--- src/rtl/serial_subtractor_if.sv ---
// Operand/result bundle for the bit-serial subtractor.
// The master drives the operands and the start request; the slave (the
// subtractor) returns the registered difference, borrow-out and status.
interface serial_subtractor_if #(
  parameter int WIDTH = 3
);
  logic [WIDTH-1:0] inp_A;
  logic [WIDTH-1:0] inp_B;
  logic             inp_bin;
  logic             inp_start;
  logic [WIDTH-1:0] out_D;
  logic             out_bout;
  logic             out_busy;
  logic             out_done;

  modport master (
    output inp_A, inp_B, inp_bin, inp_start,
    input  out_D, out_bout, out_busy, out_done
  );

  modport slave (
    input  inp_A, inp_B, inp_bin, inp_start,
    output out_D, out_bout, out_busy, out_done
  );
endinterface

--- src/rtl/serial_subtractor.sv ---
// Bit-serial WIDTH-bit subtractor: D = A - B - bin, one bit per clock, LSB
// first, through a single borrow flop. Companion to the combinational adder
// in the arithmetic datapath.
//
// state  | meaning
// -------+------------------------------------------------------------
// S_IDLE | waiting for inp_start; last result held on out_D/out_bout
// S_RUN  | one difference bit per clock, WIDTH clocks
// S_DONE | out_done pulse; result valid; returns to S_IDLE unconditionally
module serial_subtractor #(
  parameter int WIDTH = 3
) (
  input logic                inp_clk,
  input logic                inp_rst,
  serial_subtractor_if.slave bus
);

  localparam int CNT_W = (WIDTH < 2) ? 1 : $clog2(WIDTH + 1);
  localparam logic [CNT_W-1:0] CNT_LAST = CNT_W'(WIDTH - 1);

  typedef enum logic [1:0] {
    S_IDLE = 2'd0,
    S_RUN  = 2'd1,
    S_DONE = 2'd2
  } state_t;

  state_t           state_q;
  state_t           state_d;
  logic [WIDTH-1:0] a_sh;
  logic [WIDTH-1:0] b_sh;
  logic [WIDTH-1:0] d_sh;
  logic [WIDTH-1:0] d_nxt;
  logic             borrow;
  logic             borrow_nxt;
  logic             diff_bit;
  logic             run_last;
  logic [CNT_W-1:0] cnt;

  // State register; reset wins over every transition, including an active RUN.
  always_ff @(posedge inp_clk) begin
    if (inp_rst) begin
      state_q <= S_IDLE;
    end else begin
      state_q <= state_d;
    end
  end

  // Next-state decode; start is only looked at in IDLE, so it never queues.
  always_comb begin
    state_d = state_q;
    case (state_q)
      S_IDLE: if (bus.inp_start) state_d = S_RUN;
      S_RUN:  if (run_last)      state_d = S_DONE;
      S_DONE: state_d = S_IDLE;
      default: state_d = S_IDLE;
    endcase
  end

  // One full-subtractor bit slice plus the difference register with the new bit at the MSB.
  always_comb begin
    diff_bit   = a_sh[0] ^ b_sh[0] ^ borrow;
    borrow_nxt = (~a_sh[0] & b_sh[0]) | (~(a_sh[0] ^ b_sh[0]) & borrow);
    run_last   = (cnt == CNT_LAST);
    d_nxt      = d_sh >> 1;
    d_nxt[WIDTH-1] = diff_bit;
  end

  // Operand shifters, borrow flop, bit counter and the result registers.
  always_ff @(posedge inp_clk) begin
    if (inp_rst) begin
      a_sh         <= '0;
      b_sh         <= '0;
      d_sh         <= '0;
      borrow       <= 1'b0;
      cnt          <= '0;
      bus.out_D    <= '0;
      bus.out_bout <= 1'b0;
    end else begin
      case (state_q)
        S_IDLE: begin
          if (bus.inp_start) begin
            a_sh   <= bus.inp_A;
            b_sh   <= bus.inp_B;
            borrow <= bus.inp_bin;
            cnt    <= '0;
          end
        end
        S_RUN: begin
          a_sh   <= a_sh >> 1;
          b_sh   <= b_sh >> 1;
          d_sh   <= d_nxt;
          borrow <= borrow_nxt;
          cnt    <= cnt + CNT_W'(1);
          if (run_last) begin
            bus.out_D    <= d_nxt;
            bus.out_bout <= borrow_nxt;
          end
        end
        default: ;
      endcase
    end
  end

  // Status flags decode straight from the state register, so they are never both high.
  always_comb begin
    bus.out_busy = (state_q == S_RUN);
    bus.out_done = (state_q == S_DONE);
  end

endmodule

--- src/flat_wrapper.sv ---
// flat-port wrapper written by rule: the top's interface ports become plain ports
module serial_subtractor_flat 
#(
  parameter int WIDTH = 3
)
  (inp_clk, inp_rst, bus_inp_A, bus_inp_B, bus_inp_bin, bus_inp_start, bus_out_D, bus_out_bout, bus_out_busy, bus_out_done);
  serial_subtractor_if #(.WIDTH(WIDTH)) bus_i ();
  input logic inp_clk;
  input logic inp_rst;
  input wire logic [$bits(bus_i.inp_A)-1:0] bus_inp_A;
  input wire logic [$bits(bus_i.inp_B)-1:0] bus_inp_B;
  input wire logic [$bits(bus_i.inp_bin)-1:0] bus_inp_bin;
  input wire logic [$bits(bus_i.inp_start)-1:0] bus_inp_start;
  output wire logic [$bits(bus_i.out_D)-1:0] bus_out_D;
  output wire logic [$bits(bus_i.out_bout)-1:0] bus_out_bout;
  output wire logic [$bits(bus_i.out_busy)-1:0] bus_out_busy;
  output wire logic [$bits(bus_i.out_done)-1:0] bus_out_done;
  assign bus_i.inp_A = bus_inp_A;
  assign bus_i.inp_B = bus_inp_B;
  assign bus_i.inp_bin = bus_inp_bin;
  assign bus_i.inp_start = bus_inp_start;
  assign bus_out_D = bus_i.out_D;
  assign bus_out_bout = bus_i.out_bout;
  assign bus_out_busy = bus_i.out_busy;
  assign bus_out_done = bus_i.out_done;
  serial_subtractor #(.WIDTH(WIDTH)) u_core (.inp_clk(inp_clk), .inp_rst(inp_rst), .bus(bus_i));
endmodule
--- config.mk ---
export PLATFORM = sky130hd
export DESIGN_NAME = serial_subtractor_flat
export DESIGN_NICKNAME = d
export VERILOG_FILES = /design/src/rtl/serial_subtractor_if.sv /design/src/rtl/serial_subtractor.sv /design/src/flat_wrapper.sv
export SDC_FILE = /design/constraint.sdc
export NUM_CORES = 1
export LEC_CHECK = 0
export BUFFER_PORTS_ARGS = -buffer_cell sky130_fd_sc_hd__buf_4
export CORE_MARGIN = 2
export CORE_UTILIZATION = 51
export CTS_BUF_LIST = sky130_fd_sc_hd__clkbuf_4 sky130_fd_sc_hd__clkbuf_8 sky130_fd_sc_hd__clkbuf_16
export DETAILED_ROUTE_END_ITERATION = 16
export PLACE_DENSITY = 0.77
export SYNTH_ARGS = -nofsm -noshare
export SYNTH_HDL_FRONTEND = slang
export SYNTH_SLANG_ARGS = --single-unit
--- constraint.sdc ---
create_clock -name inp_clk -period 1.49 [get_ports inp_clk]
set_clock_uncertainty 0.1 [all_clocks]
set_input_delay 0.149 -clock inp_clk [delete_from_list [all_inputs] [get_ports inp_clk]]
set_output_delay 0.149 -clock inp_clk [all_outputs]
set_load 0.005 [all_outputs]
==> results.sh <==
export IMPL_outcome="finished clean"
export IMPL_post_route_util_pct=62.7
export IMPL_end_kind="primary output"
export IMPL_worstReg2RegStart="u_core.borrow$_SDFFE_PP0P_"
export IMPL_die_area_sq_um=1860
export IMPL_hold_viol_final=0
export IMPL_fin_crit_sh_pct=93.2
export IMPL_place_inst=105
export IMPL_drc=0
export IMPL_via_per_inst=5.37
export IMPL_drv_cap=0
export IMPL_reg2reg_depth=4
export IMPL_max_freq_ghz=0.720
export IMPL_grt_ovfl_total=0
export IMPL_path_clk_slew_ns=0.10
export IMPL_grt_pass1_wl_um=2330
export IMPL_slowest_delay_ns=0.41
export IMPL_synthFlopType="dfxtp_1"
export IMPL_drive_gt1_share_pct=34.4
export IMPL_die_h_um=43.1
export IMPL_rsz0062_at_grt="false"
export IMPL_htreeDepth=1
export IMPL_cp_top_family="flip-flops"
export IMPL_track_usage_pct=16.6
export IMPL_syn_avg_cell_area_sq_um=10.1
export IMPL_crit_fanout=8
export IMPL_ys_ff_latch=17
export IMPL_yosys_warnings=0
export IMPL_initial_core_util_pct=53.0
export IMPL_cts_resized=1
export IMPL_clk_latency_ns=0.29
export IMPL_clock_sinks=17
export IMPL_final_area_sq_um=922
export IMPL_dpl_worst_slack_ns=0.159
export IMPL_cts_root_buf="clkbuf_4"
export IMPL_synth_edf_count=0
export IMPL_finalSetupTns_ns=0
export IMPL_cts_buffer_depth=2
export IMPL_vias=585
export IMPL_placementRows=14
export IMPL_slew_headroom_pct=87.8
export IMPL_hold_depth=2
export IMPL_startpoint_type="flip-flop"
export IMPL_cts_buffers=3
export IMPL_wl_um=1400
export IMPL_synth_distinct_cells=23
export IMPL_crit_chain="nor2b_1 -> buf_4 -> buf_4"
export IMPL_nets=106
export IMPL_tightest_slew_ns=0.178
export IMPL_dp_final_hpwl_um=989
export IMPL_cts_tree="yes"
export IMPL_multi_input_area_sq_um=384
export IMPL_antenna_found_initial=0
export IMPL_fp_dieW_um=43.1
export IMPL_slew_viol_final=0
export IMPL_critical_path_required_ns=1.24
export IMPL_reg2reg_to="u_core.bus.out_D[2]$_SDFFE_PP0P_"
export IMPL_syn_to_final_growth_pct=18.3
export IMPL_syn_nets=89
export IMPL_port_buffers=15
export IMPL_synthArstFlopShare_pct=0
export IMPL_synthCells=77
export IMPL_dr_pass1_iters=4
export IMPL_ios=16
export IMPL_antenna_cells=0
export IMPL_postLayoutSetupSlackWorst_ns=0.101
export IMPL_finalWorstPathRequiredPeriod_ns=1.39
export IMPL_hold_path_class="in -> reg"
export IMPL_place_area_sq_um=891
export IMPL_hold_slack_ns=0.0576
export IMPL_ant_nets=0
export IMPL_crit_type="reg -> out"
export IMPL_setup_viol=0
export IMPL_gp_congestion=0.706
export IMPL_syn_cell_area_sq_um=779
export IMPL_cts_hold_buffers=0
export IMPL_ys_seq_area_share_pct=43.7
export IMPL_crit_arrival_ns=1.14
export IMPL_crit_path_frequent_cell="buf_4"
export IMPL_power_per_cell_area_nw_per_um2=973
export IMPL_cp_startpoint="u_core.state_q[0]$_SDFFE_PP0P_"
export IMPL_grt_pass1_vias=557
export IMPL_grt_max_degree=18
export IMPL_vdd_ir_drop_max_uv=630
export IMPL_wl_per_cell_um=12.8
export IMPL_drt_iter0_drc=11
export IMPL_seq_area_sq_um=344
export IMPL_leakage_nw=0.402
export IMPL_rrSetupSlack_ns=0.13
export IMPL_crit_end="bus_out_busy"
export IMPL_worstSetupPathDepth=3
export IMPL_slowest_stage="dfxtp_4"
export IMPL_crit_buf_inv=2
export IMPL_finalNonFillerCells=109
export IMPL_n_fill_cell=127
export IMPL_core_area_sq_um=1470
export IMPL_total_power_mw=0.897
export IMPL_post_cts_repair_setup_buffers=0
==> cell families (layout without fill, tap and decap cells) <==
family | count (synthesis) | after routing | share of synthesized area [%]
AND/OR/NAND/NOR | 24 | 24 | 15.9
flip-flops | 17 | 17 | 43.7
AO/OA/AOI/OAI | 16 | 16 | 18.9
buffers and inverters | 10 | 26 | 7.06
multiplexers | 8 | 8 | 10.3
adder cells (fa/ha/maj) | 2 | 2 | 4.17
==> report_power, final <==
part | total (mW) | switching [mW] | internal [mW]
registers | 0.501 | 0.0202 | 0.480
clock network | 0.247 | 0.147 | 0.0998
logic | 0.150 | 0.0740 | 0.0759
total | 0.897 | 0.241 | 0.656
==> how the worst min path moves through the flow <==
stage	start	endpoint	slack [ns]
after CTS	bus_inp_B[2]	u_core.b_sh[2]$_SDFFE_PP0P_	0.05
after global placement	u_core.bus.out_D[0]$_SDFFE_PP0P_	u_core.bus.out_D[0]$_SDFFE_PP0P_	0.35
after global routing	inp_rst	u_core.a_sh[1]$_SDFFE_PP0P_	0.08
after floorplan	bus_inp_start	u_core.b_sh[2]$_SDFFE_PP0P_	0.22
final	inp_rst	u_core.borrow$_SDFFE_PP0P_	0.06
after detailed placement	u_core.bus.out_D[1]$_SDFFE_PP0P_	u_core.bus.out_D[1]$_SDFFE_PP0P_	0.35
==> registers in the layout, indices dropped and copies added (netlist names) <==
name and flops:
u_core.cnt 2, u_core.a_sh 3, u_core.bus.out_D 3, u_core.bus.out_bout 1, u_core.d_sh 2, u_core.state_q 2
u_core.borrow 1, u_core.b_sh 3
==> worst reg2reg max path, cell delays in order (launching register included) <==
cell and delay (ns):
dfxtp_1 0.34, inv_1 0.06, fa_1 0.57, nand3_1 0.09
a21oi_1 0.15
==> final cells by class <==
class	count	share of cell area (%)
timing repair buffer	17	13.8
inverter	5	2.04
clock inverter	1	0.543
sequential	17	37.3
tap	16	2.17
multi-input combinational	50	41.7
clock buffer	3	2.44
==> cells in the final DEF, fill, tap and decap left out, drive strengths merged, types with 3 or more instances in the layout <==
master	instances
a211oi	7
a21oi	5
buf	17
clkbuf	3
dfxtp	17
inv	5
mux2i	8
nand2	3
nand3	3
nor2	13
==> routing by layer <==
metal	GRT usage (%)	vias up	wire length, um
li1	-	297	-
met1	20.4	271	674
met2	27.5	13	641
met3	2.55	4	52
met4	9.09	0	28
met5	0	-	0
==> synth_stat cells, drive strengths merged (3+ instances only) <==
master	number	share of area [%]
a21oi	5	3.2
mux2i	8	10
dfxtp	17	44
nor2	13	6.3
buf	5	4.7
inv	5	2.4
a211oi	7	11
nand3	3	1.9
nand2	3	1.4
Power figures use the tool's default switching activity.
